[src/rtl/ones_acc_pkg.sv]
// Shared definitions for the frame ones-count accumulator.
//   POP_W   : width of a per-byte ones count (0..8)
//   state_t : frame tracking state (IDLE = no open frame, ACCUM = frame open)
package ones_acc_pkg;

    localparam int unsigned POP_W = 4;

    typedef enum logic {
        IDLE  = 1'b0,
        ACCUM = 1'b1
    } state_t;

endpackage

[src/rtl/popcount8.sv]
// Combinational ones counter for one byte.
//   i_data    : byte to count
//   o_count_c : number of set bits in i_data, 0..8 (combinational)
module popcount8
    import ones_acc_pkg::*;
(
    input  logic [7:0]       i_data,
    output logic [POP_W-1:0] o_count_c
);

    logic [POP_W-1:0] w_sum;

    // Sum the eight bits one at a time.
    always_comb begin
        w_sum = '0;
        for (int i = 0; i < 8; i++) begin
            w_sum = w_sum + POP_W'(i_data[i]);
        end
    end

    assign o_count_c = w_sum;

endmodule

[src/rtl/ones_count_accumulator.sv]
// Totals the set bits of each in_last-framed byte frame and presents one
// result per frame on a valid/ready output.
//   clk, rst_n          : clock, async active-low reset
//   in_valid/in_ready   : input beat handshake (in_ready is combinational)
//   in_data, in_last    : byte to count, final byte of the frame
//   out_valid/out_ready : result handshake
//   out_ones            : total set bits in the frame (saturating, CNT_W)
//   out_bytes           : bytes in the frame (saturating, LEN_W)
//   out_sat             : a counter clamped somewhere in the frame
module ones_count_accumulator
    import ones_acc_pkg::*;
#(
    parameter int unsigned CNT_W = 16,
    parameter int unsigned LEN_W = 12
) (
    input  logic             clk,
    input  logic             rst_n,
    input  logic             in_valid,
    output logic             in_ready,
    input  logic [7:0]       in_data,
    input  logic             in_last,
    output logic             out_valid,
    input  logic             out_ready,
    output logic [CNT_W-1:0] out_ones,
    output logic [LEN_W-1:0] out_bytes,
    output logic             out_sat
);

    state_t           r_state;
    logic [CNT_W-1:0] r_acc;
    logic [LEN_W-1:0] r_len;
    logic             r_sat;
    logic             r_out_valid;
    logic [CNT_W-1:0] r_out_ones;
    logic [LEN_W-1:0] r_out_bytes;
    logic             r_out_sat;

    logic [POP_W-1:0] w_pop;
    logic             w_accept;
    logic             w_out_take;
    logic [CNT_W-1:0] w_acc_base;
    logic [LEN_W-1:0] w_len_base;
    logic [CNT_W:0]   w_acc_sum;
    logic [LEN_W:0]   w_len_sum;
    logic [CNT_W-1:0] w_acc_next;
    logic [LEN_W-1:0] w_len_next;
    logic             w_sat_next;

    popcount8 u_popcount8 (
        .i_data    (in_data),
        .o_count_c (w_pop)
    );

    // A pending result blocks input unless it is being taken this cycle.
    assign in_ready   = !r_out_valid || out_ready;
    assign w_accept   = in_valid && in_ready;
    assign w_out_take = r_out_valid && out_ready;

    // A beat in IDLE starts a fresh frame, so the running totals count as zero.
    assign w_acc_base = (r_state == ACCUM) ? r_acc : '0;
    assign w_len_base = (r_state == ACCUM) ? r_len : '0;

    // Saturating adders: one extra bit catches the carry out, which clamps.
    assign w_acc_sum  = {1'b0, w_acc_base} + (CNT_W+1)'(w_pop);
    assign w_len_sum  = {1'b0, w_len_base} + (LEN_W+1)'(1'b1);
    assign w_acc_next = w_acc_sum[CNT_W] ? '1 : w_acc_sum[CNT_W-1:0];
    assign w_len_next = w_len_sum[LEN_W] ? '1 : w_len_sum[LEN_W-1:0];
    assign w_sat_next = ((r_state == ACCUM) && r_sat) || w_acc_sum[CNT_W] || w_len_sum[LEN_W];

    // Frame FSM, accumulators and result register.
    always_ff @(posedge clk or negedge rst_n) begin
        if (!rst_n) begin
            r_state     <= IDLE;
            r_acc       <= '0;
            r_len       <= '0;
            r_sat       <= 1'b0;
            r_out_valid <= 1'b0;
            r_out_ones  <= '0;
            r_out_bytes <= '0;
            r_out_sat   <= 1'b0;
        end else begin
            if (w_out_take) begin
                r_out_valid <= 1'b0;
            end
            if (w_accept) begin
                if (in_last) begin
                    // A last beat overrides a same-cycle handshake with the new result.
                    r_state     <= IDLE;
                    r_acc       <= '0;
                    r_len       <= '0;
                    r_sat       <= 1'b0;
                    r_out_valid <= 1'b1;
                    r_out_ones  <= w_acc_next;
                    r_out_bytes <= w_len_next;
                    r_out_sat   <= w_sat_next;
                end else begin
                    r_state <= ACCUM;
                    r_acc   <= w_acc_next;
                    r_len   <= w_len_next;
                    r_sat   <= w_sat_next;
                end
            end
        end
    end

    assign out_valid = r_out_valid;
    assign out_ones  = r_out_ones;
    assign out_bytes = r_out_bytes;
    assign out_sat   = r_out_sat;

endmodule

[config.mk]
export PLATFORM = sky130hd
export DESIGN_NAME = ones_count_accumulator
export DESIGN_NICKNAME = d
export VERILOG_FILES = /design/src/rtl/ones_acc_pkg.sv /design/src/rtl/popcount8.sv /design/src/rtl/ones_count_accumulator.sv
export SDC_FILE = /design/constraint.sdc
export NUM_CORES = 1
export LEC_CHECK = 0
export BUFFER_PORTS_ARGS = -buffer_cell sky130_fd_sc_hd__clkbuf_2
export CAP_MARGIN = 30
export CELL_PAD_IN_SITES_DETAIL_PLACEMENT = 1
export CELL_PAD_IN_SITES_GLOBAL_PLACEMENT = 1
export CORE_ASPECT_RATIO = 0.7
export CORE_UTILIZATION = 46
export CTS_BUF_LIST = sky130_fd_sc_hd__clkbuf_8
export CTS_CLUSTER_DIAMETER = 100
export DETAILED_ROUTE_END_ITERATION = 8
export PLACE_DENSITY = 0.85
export REMOVE_ABC_BUFFERS = 1
export SLEW_MARGIN = 20
export SYNTH_ARGS = -nofsm -noshare
export SYNTH_HDL_FRONTEND = slang
export SYNTH_SLANG_ARGS = --single-unit
[constraint.sdc]
create_clock -name clk -period 3.4 [get_ports clk]
set_input_delay 0.17 -clock clk [delete_from_list [all_inputs] [get_ports clk]]
set_output_delay 0.17 -clock clk [all_outputs]
set_load 0.01 [all_outputs]
## Word-level counts from Yosys, hierarchy flattened

Cells that the tools add are included.

- Register bits after elaboration: 60
- Word-level logic and storage cells: 36
- Bits of input ports: 13
- Output and inout bits: 31

- Multiplexer cells: 11
- Reduce and logical (&&, ||, !) cells: 8
- $add $sub $neg: 9

Operators by type and width:

| cell | count |
|---|---|
| $mux 16 | 3 |
| $mux 12 | 3 |
| $add 4x1->4 | 6 |
| $add 16x4->17 | 1 |
| $add 12x1->13 const B | 1 |
| $mux 1 | 5 |
| $logic_and 1x1->1 | 3 |
| $logic_or 1x1->1 | 3 |
| $add 1x1->2 | 1 |
| $reduce_and 2->1 | 1 |
| $logic_not 1->1 | 1 |

## Longest topological paths before layout

- Depth in word-level cells: 11
- Mapped depth: 15
- Depth with buffers taken out: 14

## Cells and area by module

From an unflattened synthesis, not the netlist that was laid out.

- Cell total of the unflattened synthesis: 402
- Area, all modules: 3,569.7 sq um

Modules (own cells, without submodules):

| module | instances | area each (sq um) | seq. area each (sq um) | cells an instance |
|---|---|---|---|---|
| ones_count_accumulator | 1 | 3,379.5 | 1,501.4 | 378 |
| popcount8 | 1 | 190.2 | 0.0 | 24 |

## Least setup slack after synthesis

OpenSTA, ideal clock, no wires.

- Path type: input to register
- Start point: input in_data[0]
- End point: register r_acc[8]
- Setup time: 94 ps
- Cell stages on the path: 13
- Slack: -528 ps
- Arrival: 3,834 ps
- Data required time: 3,306 ps
- Buffers on the path: 0
- Cell sequence: ha_1 -> inv_1 -> fa_1 -> fa_1 -> fa_1 -> inv_1 -> fa_1 -> inv_1 -> fa_1 -> nand2b_1 -> a21o_1 -> or4b_1 -> a221oi_2

- Word-level cells in the longest chain between the ends: 10

RTL lines:

| what | line | text |
|---|---|---|
| from (decl) | ones_count_accumulator.sv:20 | `input logic [7:0] in_data,` |
| $add 1x1->2 | popcount8.sv:17 | `w_sum = w_sum + POP_W'(i_data[i]);` |
| $add 4x1->4 (6 in series) | popcount8.sv:17 |  |
| $add 16x4->17 | ones_count_accumulator.sv:64 | `assign w_acc_sum = {1'b0, w_acc_base} + (CNT_W+1)'(w_pop);` |
| $mux 16 | ones_count_accumulator.sv:66 | `assign w_acc_next = w_acc_sum[CNT_W] ? '1 : w_acc_sum[CNT_W-1:0];` |
| $mux 16 | ones_count_accumulator.sv:86 | `if (in_last) begin` |
| to (signal assigned) | ones_count_accumulator.sv:98 | `r_acc <= w_acc_next;` |
| to (decl) | ones_count_accumulator.sv:30 | `logic [CNT_W-1:0] r_acc;` |

Every way passes these cells.
A chain may end at the register's enable or synchronous reset.

## Worst setup path in the final report

- Start point: input in_data[0]
- End point: register r_acc[13]

Same word-level chain as after synthesis.

==> impl_metrics.tcl <==
set metrics [dict create \
    worstMarginPinSlew_ns 0.6655 \
    cts_max_level 3 \
    nFillCells 855 \
    start_util_pct 48.34 \
    finalNetCount 490 \
    place_inst 541 \
    pwr_density_cell_nw_per_um2 497.1 \
    cts_made_buffers 9 \
    grt_usage_pct 31.48 \
    r2r_cells 10 \
    drc_errors 0 \
    ys_types 57 \
    layout_setup_ws_ns -0.4130 \
    drive_gt1_share_pct 30.28 \
    synth_top_flop_cell "dfrtp_1" \
    port_buffers 43 \
    syn_area_per_cell_um2 8.980 \
    final_cells 567 \
    grt_pass1_vias 3739 \
    critPathArrivalTime_ns 4.10 \
    start_kind "primary input" \
    grt_max_degree 29 \
    async_flop_share_pct 100.0 \
    hp-class "primary input to register" \
    ys_seq_elements 60 \
    cts_tree "built" \
    rows 26 \
    fin_area_um2 4536 \
    leakage_nw 2.075 \
    slew_viol_final 0 \
    path_clk_slew_ns 0.07 \
    r2r_setup_slack_ns 0.55 \
    synthesis.area_um2 3601 \
    clkLatencyLatePin_ns 0.36 \
    diodes 0 \
    synth-seq-area-share_pct 41.70 \
    synth_area_leaders "dfrtp_1 (42%), nand2_1 (4.9%), o21ai_0 (4.0%)" \
    cp_data_required_time_ns 3.69 \
    first_iter_violations 247 \
    grt_pass1_wl_um 19550 \
    cap_viol_max_count 0 \
    synth_edf_count 0 \
    synth_top_area_share_pct 41.70 \
    yosys_warnings 0 \
    cp_max_fo 10 \
    vias 3501 \
    dr.pass1.iters 5 \
    cts_max_path_buffers 2 \
    antenna_left 0 \
    area_growth_pct 25.96 \
    dpl_cell_area_um2 4010 \
    postRouteWirelength_um 12400 \
    fin_crit_ns 3.813 \
    r2r-end "r_acc[13]$_DFFE_PN0P_" \
    dieHeight_um 76.03 \
    post-route-period-util_pct 112.1 \
    wl_per_cell_um 21.86 \
    outcome "finished with violations" \
    gp_congestion 0.8660 \
    relSlewSlack_pct 55.47 \
    fin_hold_ws_ns 0.2629 \
    fp.dieW_um 107.8 \
    syn_inst 401 \
    setup_violations 34 \
    rr_startpoint "r_state$_DFFE_PN0P_" \
    pre_cts_ws_ns -0.8601 \
    avgViaCountPerCell 6.175 \
    cts.sinks 60 \
    core_um2 7450 \
    grt_overflow 0 \
    crit_start "in_data[0]" \
    antenna_found_initial 0 \
    path_class "primary input to register" \
    die_area_um2 8192 \
    io_pins 44 \
    end_kind "register" \
    synth_top_area_cell "dfrtp_1" \
    violations "setup timing" \
    finalHoldViolCount 0 \
    worstSetupEndpoint "r_acc[13]$_DFFE_PN0P_" \
    fmax_ghz 0.2623 \
    ir_drop_mv 0.2714 \
    dp_hpwl_um 7877 \
    cts_root_buf "clkbuf_8" \
    rsz0062_at_grt "yes" \
    clock_skew_ns 0.01523 \
    p_total_mw 2.255 \
]
## cell usage after synthesis, drive strengths merged, types with 9 or more instances
library cell and n:
o22a 9, a21o 9, nand2 49, nor3 9
o21ai 29, inv 18, clkbuf 16, nand3 15
a21oi 25, a31oi 14, buf 10, dfrtp 60
nor2 34
## metrics by stage
stage	util, %	TNS, ns
2_1_floorplan	-	-14.44
3_3_place_gp	53.83	-21.08
3_5_place_dp	53.83	-25.54
4_1_cts	59.29	-7.121
5_1_grt	60.88	-14.24
6_report	60.88	-10.27
## worst max-delay path, cell delays in order
cell	delay, ns
buf_6	0.10
ha_4	0.25
inv_2	0.03
fa_1	0.48
fa_1	0.56
fa_2	0.21
inv_2	0.04
fa_1	0.56
inv_2	0.05
fa_2	0.35
nand2b_4	0.19
a2111oi_4	0.42
buf_6	0.20
nand2_8	0.10
a31oi_1	0.20
o22a_1	0.18
## final cells by class
cell class              instances  area [um2]  area share [%]
multi-input cells             297        2100           46.29
clock buffers                  10       137.6           3.034
clock inverters                 6       78.83           1.738
flip-flops and latches         60        1501           33.10
repair buffers                 78       528.0           11.64
inverters                      18       67.56           1.490
well taps                      98       122.6           2.703
## what timing repair did
item	CTS	global route
endpoints found under the setup margin	34	34
hold buffers	1	0
setup buffers	9	1
resized for setup	37	27
pin swaps	18	25
hold endpoints to repair	19	0
## layer usage
metal / global-route usage [%] / part of all wire (%)
met3: 7.784 / 4.8
met1: 40.54 / 43
met5: 0 / 0
met4: 12.74 / 3.3
met2: 50.58 / 49
## cells by family after synthesis
family,Yosys count,share of synthesized area [%]
buffers and inverters,44,5.108
xor gates and xnor gates,9,2.189
muxes,6,1.668
and+or+nand+nor,151,21.89
DFF,60,41.70
adders and majority gates,13,5.560
AOI/OAI and AO/OA,118,21.89
## power by group
part	internal, mW	total [mW]	switching [mW]
clock	0.426	0.731	0.305
combinational	0.291	0.678	0.386
sequential	0.791	0.846	0.0546
## flip-flops by register name, summed over array words and instances (netlist names)
signal,flops
out_bytes,12
r_state,1
r_acc,16
r_len,12
out_sat,1
out_valid,1
out_ones,16
r_sat,1
## how the worst min path moves through the flow
stage	startpoint	endpoint	cells past startpoint
3_5_place_dp	rst_n	r_len[3]$_DFFE_PN0P_	1
4_1_cts	in_last	r_len[5]$_DFFE_PN0P_	2
2_1_floorplan	rst_n	out_bytes[0]$_DFFE_PN0P_	0
5_1_grt	in_last	r_len[5]$_DFFE_PN0P_	2
3_3_place_gp	rst_n	r_len[2]$_DFFE_PN0P_	1
6_report	in_last	r_len[5]$_DFFE_PN0P_	2
## cells in the final DEF (no fill, tap or decap), types with 5 or more instances in the layout
| cell type | n |
|---|---|
| a211oi_2 | 5 |
| clkbuf_8 | 10 |
| o21ai_1 | 6 |
| mux2i_1 | 5 |
| buf_4 | 27 |
| clkbuf_2 | 41 |
| a21o_1 | 9 |
| buf_6 | 8 |
| o22a_1 | 9 |
| o21ai_0 | 19 |
| nor2b_1 | 7 |
| nand2_1 | 45 |
| a31oi_1 | 13 |
| nor2_1 | 31 |
| inv_1 | 16 |
| a21oi_2 | 5 |
| dfrtp_1 | 60 |
| nand3_1 | 15 |
| xor2_1 | 6 |
| ha_1 | 6 |
| and2_1 | 7 |
| a21oi_1 | 19 |
Note: power is estimated with default switching activity, not from simulation.
